$ cat src/rtl/count_seq_pkg.sv
// Shared types and constants for the counter sequence monitor and related counter checkers.
package count_seq_pkg;

    typedef enum logic [1:0] {
        IDLE,
        TRACK,
        FAULT
    } state_e;

    typedef enum logic [1:0] {
        STEP_HOLD,
        STEP_UP,
        STEP_DOWN,
        STEP_ILLEGAL
    } step_e;

    localparam logic MODE_UP   = 1'b0;
    localparam logic MODE_DOWN = 1'b1;

endpackage

$ cat src/rtl/count_step_classify.sv
// Combinational step classifier: compares a previous and current count modulo 2^WIDTH.
module count_step_classify
    import count_seq_pkg::*;
#(
    parameter int unsigned WIDTH = 3
) (
    input  logic [WIDTH-1:0] prev_i,
    input  logic [WIDTH-1:0] count_i,
    output step_e            step_o
);

    logic [WIDTH-1:0] delta;

    always_comb begin
        delta = count_i - prev_i;
        if (delta == '0) begin
            step_o = STEP_HOLD;
        end else if (delta == WIDTH'(1)) begin
            step_o = STEP_UP;
        end else if (delta == '1) begin
            step_o = STEP_DOWN;
        end else begin
            step_o = STEP_ILLEGAL;
        end
    end

endmodule

$ cat src/rtl/count_seq_monitor.sv
// Monitors an up/down counter: classifies steps, flags wraps and sequence faults.
// Optional wrap-period measurement is enabled by defining COUNT_SEQ_MONITOR_PERIOD_EN.
module count_seq_monitor
    import count_seq_pkg::*;
#(
    parameter int unsigned WIDTH = 3,
    parameter int unsigned CNT_W = 8
) (
    input  logic             clk,
    input  logic             rst,
    input  logic [WIDTH-1:0] count,
    input  logic             mode,
    input  logic             clr,
    output logic             ovf,
    output logic             unf,
    output logic [CNT_W-1:0] wrap_cnt,
    output logic             dir_err,
    output logic             step_err,
    output logic             tracking
`ifdef COUNT_SEQ_MONITOR_PERIOD_EN
    ,
    output logic [CNT_W-1:0] last_period
`endif
);

    localparam logic [WIDTH-1:0] CntMax  = '1;
    localparam logic [CNT_W-1:0] TallyMax = '1;

    state_e           state_q, state_d;
    logic [WIDTH-1:0] prev_q, prev_d;
    logic             mode_q, mode_d;
    logic             ovf_q, ovf_d;
    logic             unf_q, unf_d;
    logic [CNT_W-1:0] wrap_q, wrap_d;
    logic             dir_err_q, dir_err_d;
    logic             step_err_q, step_err_d;
    step_e            step;

    count_step_classify #(
        .WIDTH (WIDTH)
    ) u_classify (
        .prev_i  (prev_q),
        .count_i (count),
        .step_o  (step)
    );

    always_comb begin
        state_d    = state_q;
        prev_d     = count;
        mode_d     = mode;
        ovf_d      = 1'b0;
        unf_d      = 1'b0;
        wrap_d     = wrap_q;
        dir_err_d  = dir_err_q;
        step_err_d = step_err_q;

        if (clr) begin
            state_d    = IDLE;
            wrap_d     = '0;
            dir_err_d  = 1'b0;
            step_err_d = 1'b0;
        end else begin
            unique case (state_q)
                IDLE: state_d = TRACK;
                TRACK: begin
                    // mode_q is the mode that produced the step now visible on count.
                    unique case (step)
                        STEP_UP: begin
                            ovf_d = (prev_q == CntMax);
                            if (mode_q == MODE_DOWN) dir_err_d = 1'b1;
                        end
                        STEP_DOWN: begin
                            unf_d = (prev_q == '0);
                            if (mode_q == MODE_UP) dir_err_d = 1'b1;
                        end
                        STEP_ILLEGAL: begin
                            step_err_d = 1'b1;
                            state_d    = FAULT;
                        end
                        default: ;
                    endcase
                end
                FAULT: ;
                default: state_d = IDLE;
            endcase

            if ((ovf_d || unf_d) && (wrap_q != TallyMax)) begin
                wrap_d = wrap_q + CNT_W'(1);
            end
        end
    end

    always_ff @(posedge clk or negedge rst) begin
        if (!rst) begin
            state_q    <= IDLE;
            prev_q     <= '0;
            mode_q     <= 1'b0;
            ovf_q      <= 1'b0;
            unf_q      <= 1'b0;
            wrap_q     <= '0;
            dir_err_q  <= 1'b0;
            step_err_q <= 1'b0;
        end else begin
            state_q    <= state_d;
            prev_q     <= prev_d;
            mode_q     <= mode_d;
            ovf_q      <= ovf_d;
            unf_q      <= unf_d;
            wrap_q     <= wrap_d;
            dir_err_q  <= dir_err_d;
            step_err_q <= step_err_d;
        end
    end

    assign ovf      = ovf_q;
    assign unf      = unf_q;
    assign wrap_cnt = wrap_q;
    assign dir_err  = dir_err_q;
    assign step_err = step_err_q;
    assign tracking = (state_q == TRACK);

`ifdef COUNT_SEQ_MONITOR_PERIOD_EN
    logic [CNT_W-1:0] cyc_q, cyc_d;
    logic [CNT_W-1:0] period_q, period_d;

    // Period is the number of edges between consecutive overflow events.
    always_comb begin
        cyc_d    = cyc_q;
        period_d = period_q;
        if (clr) begin
            cyc_d    = '0;
            period_d = '0;
        end else if (ovf_d) begin
            period_d = (cyc_q == TallyMax) ? TallyMax : cyc_q + CNT_W'(1);
            cyc_d    = '0;
        end else if (cyc_q != TallyMax) begin
            cyc_d = cyc_q + CNT_W'(1);
        end
    end

    always_ff @(posedge clk or negedge rst) begin
        if (!rst) begin
            cyc_q    <= '0;
            period_q <= '0;
        end else begin
            cyc_q    <= cyc_d;
            period_q <= period_d;
        end
    end

    assign last_period = period_q;
`endif

endmodule
$ cat config.mk
export PLATFORM = sky130hd
export DESIGN_NAME = count_seq_monitor
export DESIGN_NICKNAME = d
export VERILOG_FILES = /design/src/rtl/count_seq_pkg.sv /design/src/rtl/count_step_classify.sv /design/src/rtl/count_seq_monitor.sv
export SDC_FILE = /design/constraint.sdc
export NUM_CORES = 1
export LEC_CHECK = 0
export CAP_MARGIN = 10
export CORE_MARGIN = 2
export CORE_UTILIZATION = 44
export DETAILED_ROUTE_END_ITERATION = 12
export PLACE_DENSITY = 0.77
export REMOVE_ABC_BUFFERS = 1
export SYNTH_ARGS = -nofsm -noshare
export SYNTH_HDL_FRONTEND = slang
export SYNTH_HIERARCHICAL = 1
export SYNTH_SLANG_ARGS = --single-unit
$ cat constraint.sdc
create_clock -name clk -period 3 [get_ports clk]
set_input_delay 0.6 -clock clk [delete_from_list [all_inputs] [get_ports clk]]
set_output_delay 0.6 -clock clk [all_outputs]
set_load 0.005 [all_outputs]
== After elaboration in Yosys (flattened, before gate mapping) ==
Cells that the tools add are included.

* Div/mod/pow operators: 0
* Mux-type cells: 24
* Add/sub/neg operators: 2
* Multipliers: 0
* Order comparisons: 0
* Bitwise logic cells: 0
* Shift-type cells: 0
* Reductions and logical operators: 12
* Equal/unequal tests: 13

{| class="wikitable"
|+ Operators with widths
! operator !! count
|-
| 1-bit two-way mux || 16
|-
| 8-bit two-way mux || 2
|-
| 8-bit by 1-bit adder with 8-bit output, second input constant || 1
|-
| 2-bit two-way mux || 4
|-
| 8-bit inequality test, second input constant || 1
|-
| 2-bit == test, second input constant || 3
|-
| 3-bit == test, second input constant || 2
|-
| 3-bit logical NOT || 2
|-
| 3-bit inequality test, second input constant || 2
|-
| 2-bit one-hot mux with 3 select lines || 1
|-
| 2-bit nonzero test || 3
|-
| 2-bit by 1-bit == test with 1-bit output, second input constant || 2
|-
| 2-bit AND reduction || 2
|-
| 4-bit AND reduction || 1
|-
| 3-bit by 1-bit == test with 1-bit output, second input constant || 1
|-
| 3-bit by 2-bit inequality test with 1-bit output, second input constant || 1
|-
| 3-bit nonzero test || 1
|-
| 3-bit subtractor || 1
|-
| 2-bit logical NOT || 1
|-
| 2-bit inequality test, second input constant || 1
|-
| 1-bit one-hot mux with 2 select lines || 1
|-
| 1-bit logical AND || 1
|-
| 1-bit logical OR || 1
|}

* Bits in registers: 18
* Latch bits: 0
* Input port bits: 7
* Memories: 0
* Memory bits (writable): 0
* ROM bits: 0

== Longest topological paths before layout ==
* Depth in word-level cells: 13
* Gate-level depth with buffers: 10
* Depth with buffers taken out: 9

== By module ==
The synthesis kept the hierarchy.

{| class="wikitable"
|+ By module, submodules not included
! module !! cells an instance !! seq. area each (µm²) !! times used !! area an instance (µm²)
|-
| count_seq_monitor || 77 || 450.4 || 1 || 857.1
|-
| count_step_classify || 9 || 0.0 || 1 || 86.3
|}

== Least setup slack after synthesis ==
OpenSTA, ideal clock, no wires.

* Kind: input -> register
* Start: input port count[0]
* End: register wrap_q[6], in the netlist wrap_cnt[6]
* Buffers on the path: 1
* Setup time: 128 ps
* Cell stages on the path: 10
* Arrival time: 2926 ps
* Required time: 2872 ps
* Slack: -53 ps
* Path through: inv_1 ha_1 fa_1 xnor3_1 mux2i_1 and4b_1 mux2i_2 buf_6 nor4_4 mux2_1

* Longest elaborated chain between the ends: 12

{| class="wikitable"
|+ RTL lines
! what !! RTL line !! RTL
|-
| start: declaration || count_seq_monitor.sv:11 || <nowiki>input logic [WIDTH-1:0] count,</nowiki>
|-
| 3-bit subtractor (*) || count_step_classify.sv:15 || <nowiki>delta = count_i - prev_i;</nowiki>
|-
| 3-bit == test || count_step_classify.sv:20 || <nowiki>end else if (delta == '1) begin</nowiki>
|-
| 1-bit two-way mux || count_step_classify.sv:20 ||
|-
| 2-bit two-way mux || count_step_classify.sv:18 || <nowiki>end else if (delta == WIDTH'(1)) begin</nowiki>
|-
| 2-bit two-way mux (*) || count_step_classify.sv:16 || <nowiki>if (delta == '0) begin</nowiki>
|-
| via step[0] || count_seq_monitor.sv:37 || <nowiki>step_e step;</nowiki>
|-
| 2-bit by 1-bit == test with 1-bit output / 2-bit == test (equally long branches) || count_seq_monitor.sv:67 || <nowiki>unique case (step)</nowiki>
|-
| 1-bit two-way mux || count_seq_monitor.sv:67 ||
|-
| 1-bit two-way mux || count_seq_monitor.sv:63 || <nowiki>unique case (state_q)</nowiki>
|-
| 1-bit two-way mux || count_seq_monitor.sv:57 || <nowiki>if (clr) begin</nowiki>
|-
| 1-bit logical OR (*) || count_seq_monitor.sv:87 || <nowiki>if ((ovf_d || unf_d) && (wrap_q != TallyMax)) begin</nowiki>
|-
| 1-bit logical AND (*) || count_seq_monitor.sv:87 ||
|-
| 2-bit nonzero test (no source line) (*) || n/a ||
|-
| end signal: assignment || count_seq_monitor.sv:109 || <nowiki>wrap_q <= wrap_d;</nowiki>
|-
| end: declaration || count_seq_monitor.sv:34 || <nowiki>logic [CNT_W-1:0] wrap_q, wrap_d;</nowiki>
|}

Mark *: on every way through the listed nets, which the timed path passes. The rest lies on a longest branch. The select of a mux whose other input is x is not followed.
A chain may end at the register's enable or synchronous reset.

== Worst setup path after layout ==
* Start: input port count[0]
* End: register wrap_q[7], in the netlist wrap_cnt[7]

The elaborated chain is that of the path after synthesis.

==> results by group <==
Power and ir drop
  – Power Density: 416 nW/um^2
  – Max rail drop VDD: 0.284 mV
  – Leakage: 0.558 nW

Cells and area
  – Nets@finish: 131
  – Share of layout cells above drive strength 1: 28.3%
  – Multi-input logic area: 510 um^2
  – # diodes: 0
  – Final core utilization: 67.3%
  – Area grow syn2layout: 42.7%
  – Register Area: 450 um^2
  – Fillers: 164
  – Final instance area: 1350 um^2

Place
  – Buffers on Ports: 19
  – Detail Placement HPWL: 1370 um
  – Placer Congestion: 0.772
  – Post-placement cell area: 1190 um^2

Logic synthesis
  – Synth top cells by count: dfrtp_1, a21oi_1, o31ai_1
  – Number of synthesized flops with an enable pin: 0
  – Primary FF master, synth: dfrtp_1
  – Yosys top cell by area: dfrtp_1
  – Cell count after synthesis: 86
  – Area share of the largest cell type after synthesis: 47.7%
  – Synthesis Warnings: 6
  – Largest cells by area after synthesis: dfrtp_1, a21oi_1, o31ai_1, or4_1, ha_1
  – Seq/Total Area, Yosys: 47.7%
  – Most frequent cell after synthesis: dfrtp_1
  – Synth Register Bits: 18
  – Mapped Area: 943 um^2
  – Async SR Flop Fraction: 100%
  – Synth Area per Inst: 11.0 um^2
  – Synth cell types: 35

GRT
  – Largest net degree at the start of global routing: 19
  – Vias in the first global route: 812
  – GR Util All Layers: 18.5%
  – Global-route wire length before repair: 3500 um
  – GRT overflow: 0
  – Initial antenna violation count: 0

Timing
  – Clock skew: 1.99 ps
  – Achievable frequency: 0.344 GHz
  – WHS: 448 ps
  – Max Transition Viols Final: 0
  – Max-slew headroom: 47.3%
  – RSZ-0062 raised after global routing: true
  – Final number of setup-violating endpoints: 0
  – Final Hold Fails: 0
  – Worst Max-Slew Pin Slew: 788 ps
  – Fin crit share: 96.9%
  – Post-route minimum period: 2910 ps

Floorplan
  – Die Wd: 50.3 um
  – CORE AREA: 2000 um^2
  – Die Area: 2530 um^2
  – Initial core utilization: 47.1%
  – Top-Level Pins: 20
  – Die height: 50.3 um
  – Row cnt: 16

Route
  – Residual DRC count: 0
  – DR WL/cell: 14.3 um
  – Pre-Repair DR Iteration Count: 4
  – DRT antenna net count: 0
  – Final WL: 2100 um
  – Vias post-DR: 803
  – Post-DR vias/cell: 5.46
  – Iter 0 DRT Violations: 6

Clock tree
  – Clock-pin slew on the worst setup and hold paths: 100 ps
  – Clk buf depth: 2
  – CTS tree: yes
  – CTS H-Tree Depth: 1
  – CTS Buf Count: 3
  – Clk_lat worst skew: 290 ps
  – CTS Hold Bufs: 0
  – Root Driver: clkbuf_4
  – CTS sink count: 18

Worst hold path
  – Min-delay src: count[1]
  – Worst hold endpoint: prev_q[1]
  – HP Class: primary input to register
  – Hold depth: 1

Setup path
  – Crit path largest cell delay: 550 ps
  – Kind of cell adding the most delay to the critical path: simple AND/OR/NAND/NOR gates
  – Reg-to-Reg Start: prev_q[1]
  – Critical Path RT: 3220 ps
  – Startpoint Class: primary input
  – Crit path capture type: register
  – Worst path cell trace: dlygate4sd2_1 -> inv_1 -> ha_2 -> fa_2 -> and2_1 -> mux2i_1 -> buf_4 -> and4b_2 -> mux2i_4 -> or4_1 -> a21oi_2
  – R2R depth: 8
  – Worst reg2reg setup slack: 200 ps
  – CP Class: primary input to register
  – Worst path slowest cell: or4_1
  – Data arrival, critical path: 3130 ps
  – Worst path bufs/invs: 3
  – Worst-path fanout max: 5
  – R2R Path End: wrap_cnt[7]

Job
  – Max-cap violations: 0

Status
  – Outcome: completed
-- through the flow --
step	worst slack, ps	TNS, ps	std cells	total power [mW]
after floorplan	-14.3	-39.9	83	0.328
after global placement	-432	-3160	135	0.386
after detailed placement	-564	-4190	135	0.391
after CTS	55.4	0	146	0.558
after global routing	-4.87	-6.23	147	0.596
final	92.6	0	147	0.560
-- final cells by class --
class	count	area share, %
multi-input cells	60	37.9
flip-flops and latches	18	33.5
repair buffers	32	21.7
clock buffers	4	2.70
well taps	27	2.51
inverters	6	1.67
-- layout by cell type, fill, tap and decap left out, types with 2 or more instances in the layout --
cell type,Yosys,layout
o21ai_1,2,2
mux2i_4,0,2
nand3_1,4,4
or4_1,5,4
inv_1,5,5
nand2b_1,2,2
or2_2,2,2
clkdlybuf4s50_1,0,17
o31ai_1,6,6
dfrtp_1,18,18
clkbuf_4,0,3
nand2_1,4,4
a21oi_1,11,8
buf_4,0,12
nor2_1,2,2
a21oi_2,0,3
-- registers in the layout (all words and copies together), names as in the netlist --
register,cells
ovf,1
unf,1
prev_q,3
state_q,2
wrap_cnt,8
dir_err,1
mode_q,1
step_err,1
-- worst max path at each step --
stage,from,to,cells after the start,slack [ps]
2_1_floorplan,count[0],wrap_cnt[4],9,-10
3_3_place_gp,count[0],wrap_cnt[6],11,-430
3_5_place_dp,count[0],wrap_cnt[4],11,-560
4_1_cts,count[1],wrap_cnt[1],11,60
5_1_grt,count[0],wrap_cnt[7],11,-5
6_report,count[0],wrap_cnt[7],11,90
-- cell families after synthesis --
family,share of synthesized area [%]
compound gates,13.1
xor+xnor,2.39
fa+ha+maj,4.77
buf+inv,4.51
flops,47.7
mux,3.71
simple gates,23.7
-- layer usage --
metal,part of all wire [%],vias up,GRT usage [%]
met1,44,387,22.3
li1,-,386,-
met3,3.9,6,3.57
met2,50,24,32.0
met4,2.3,0,8.11
met5,0,-,0
-- where the power goes --
group	internal (mW)	leakage, nW	switching, mW
Sequential	0.254	0.239	0.0107
Combinational	0.0769	0.298	0.0685
Clock	0.0740	0.0210	0.0761
Total	0.405	0.558	0.155
-- repair_timing --
| action | in CTS | in global routing |
|---|---|---|
| setup endpoints to repair | 8 | 8 |
| gates resized for setup | 7 | 7 |
| gates cloned | 1 | 0 |
| setup buffers | 6 | 1 |
| hold endpoints to repair | 0 | 0 |
| pin swaps | 6 | 3 |
Power figures use the tool's default switching activity.
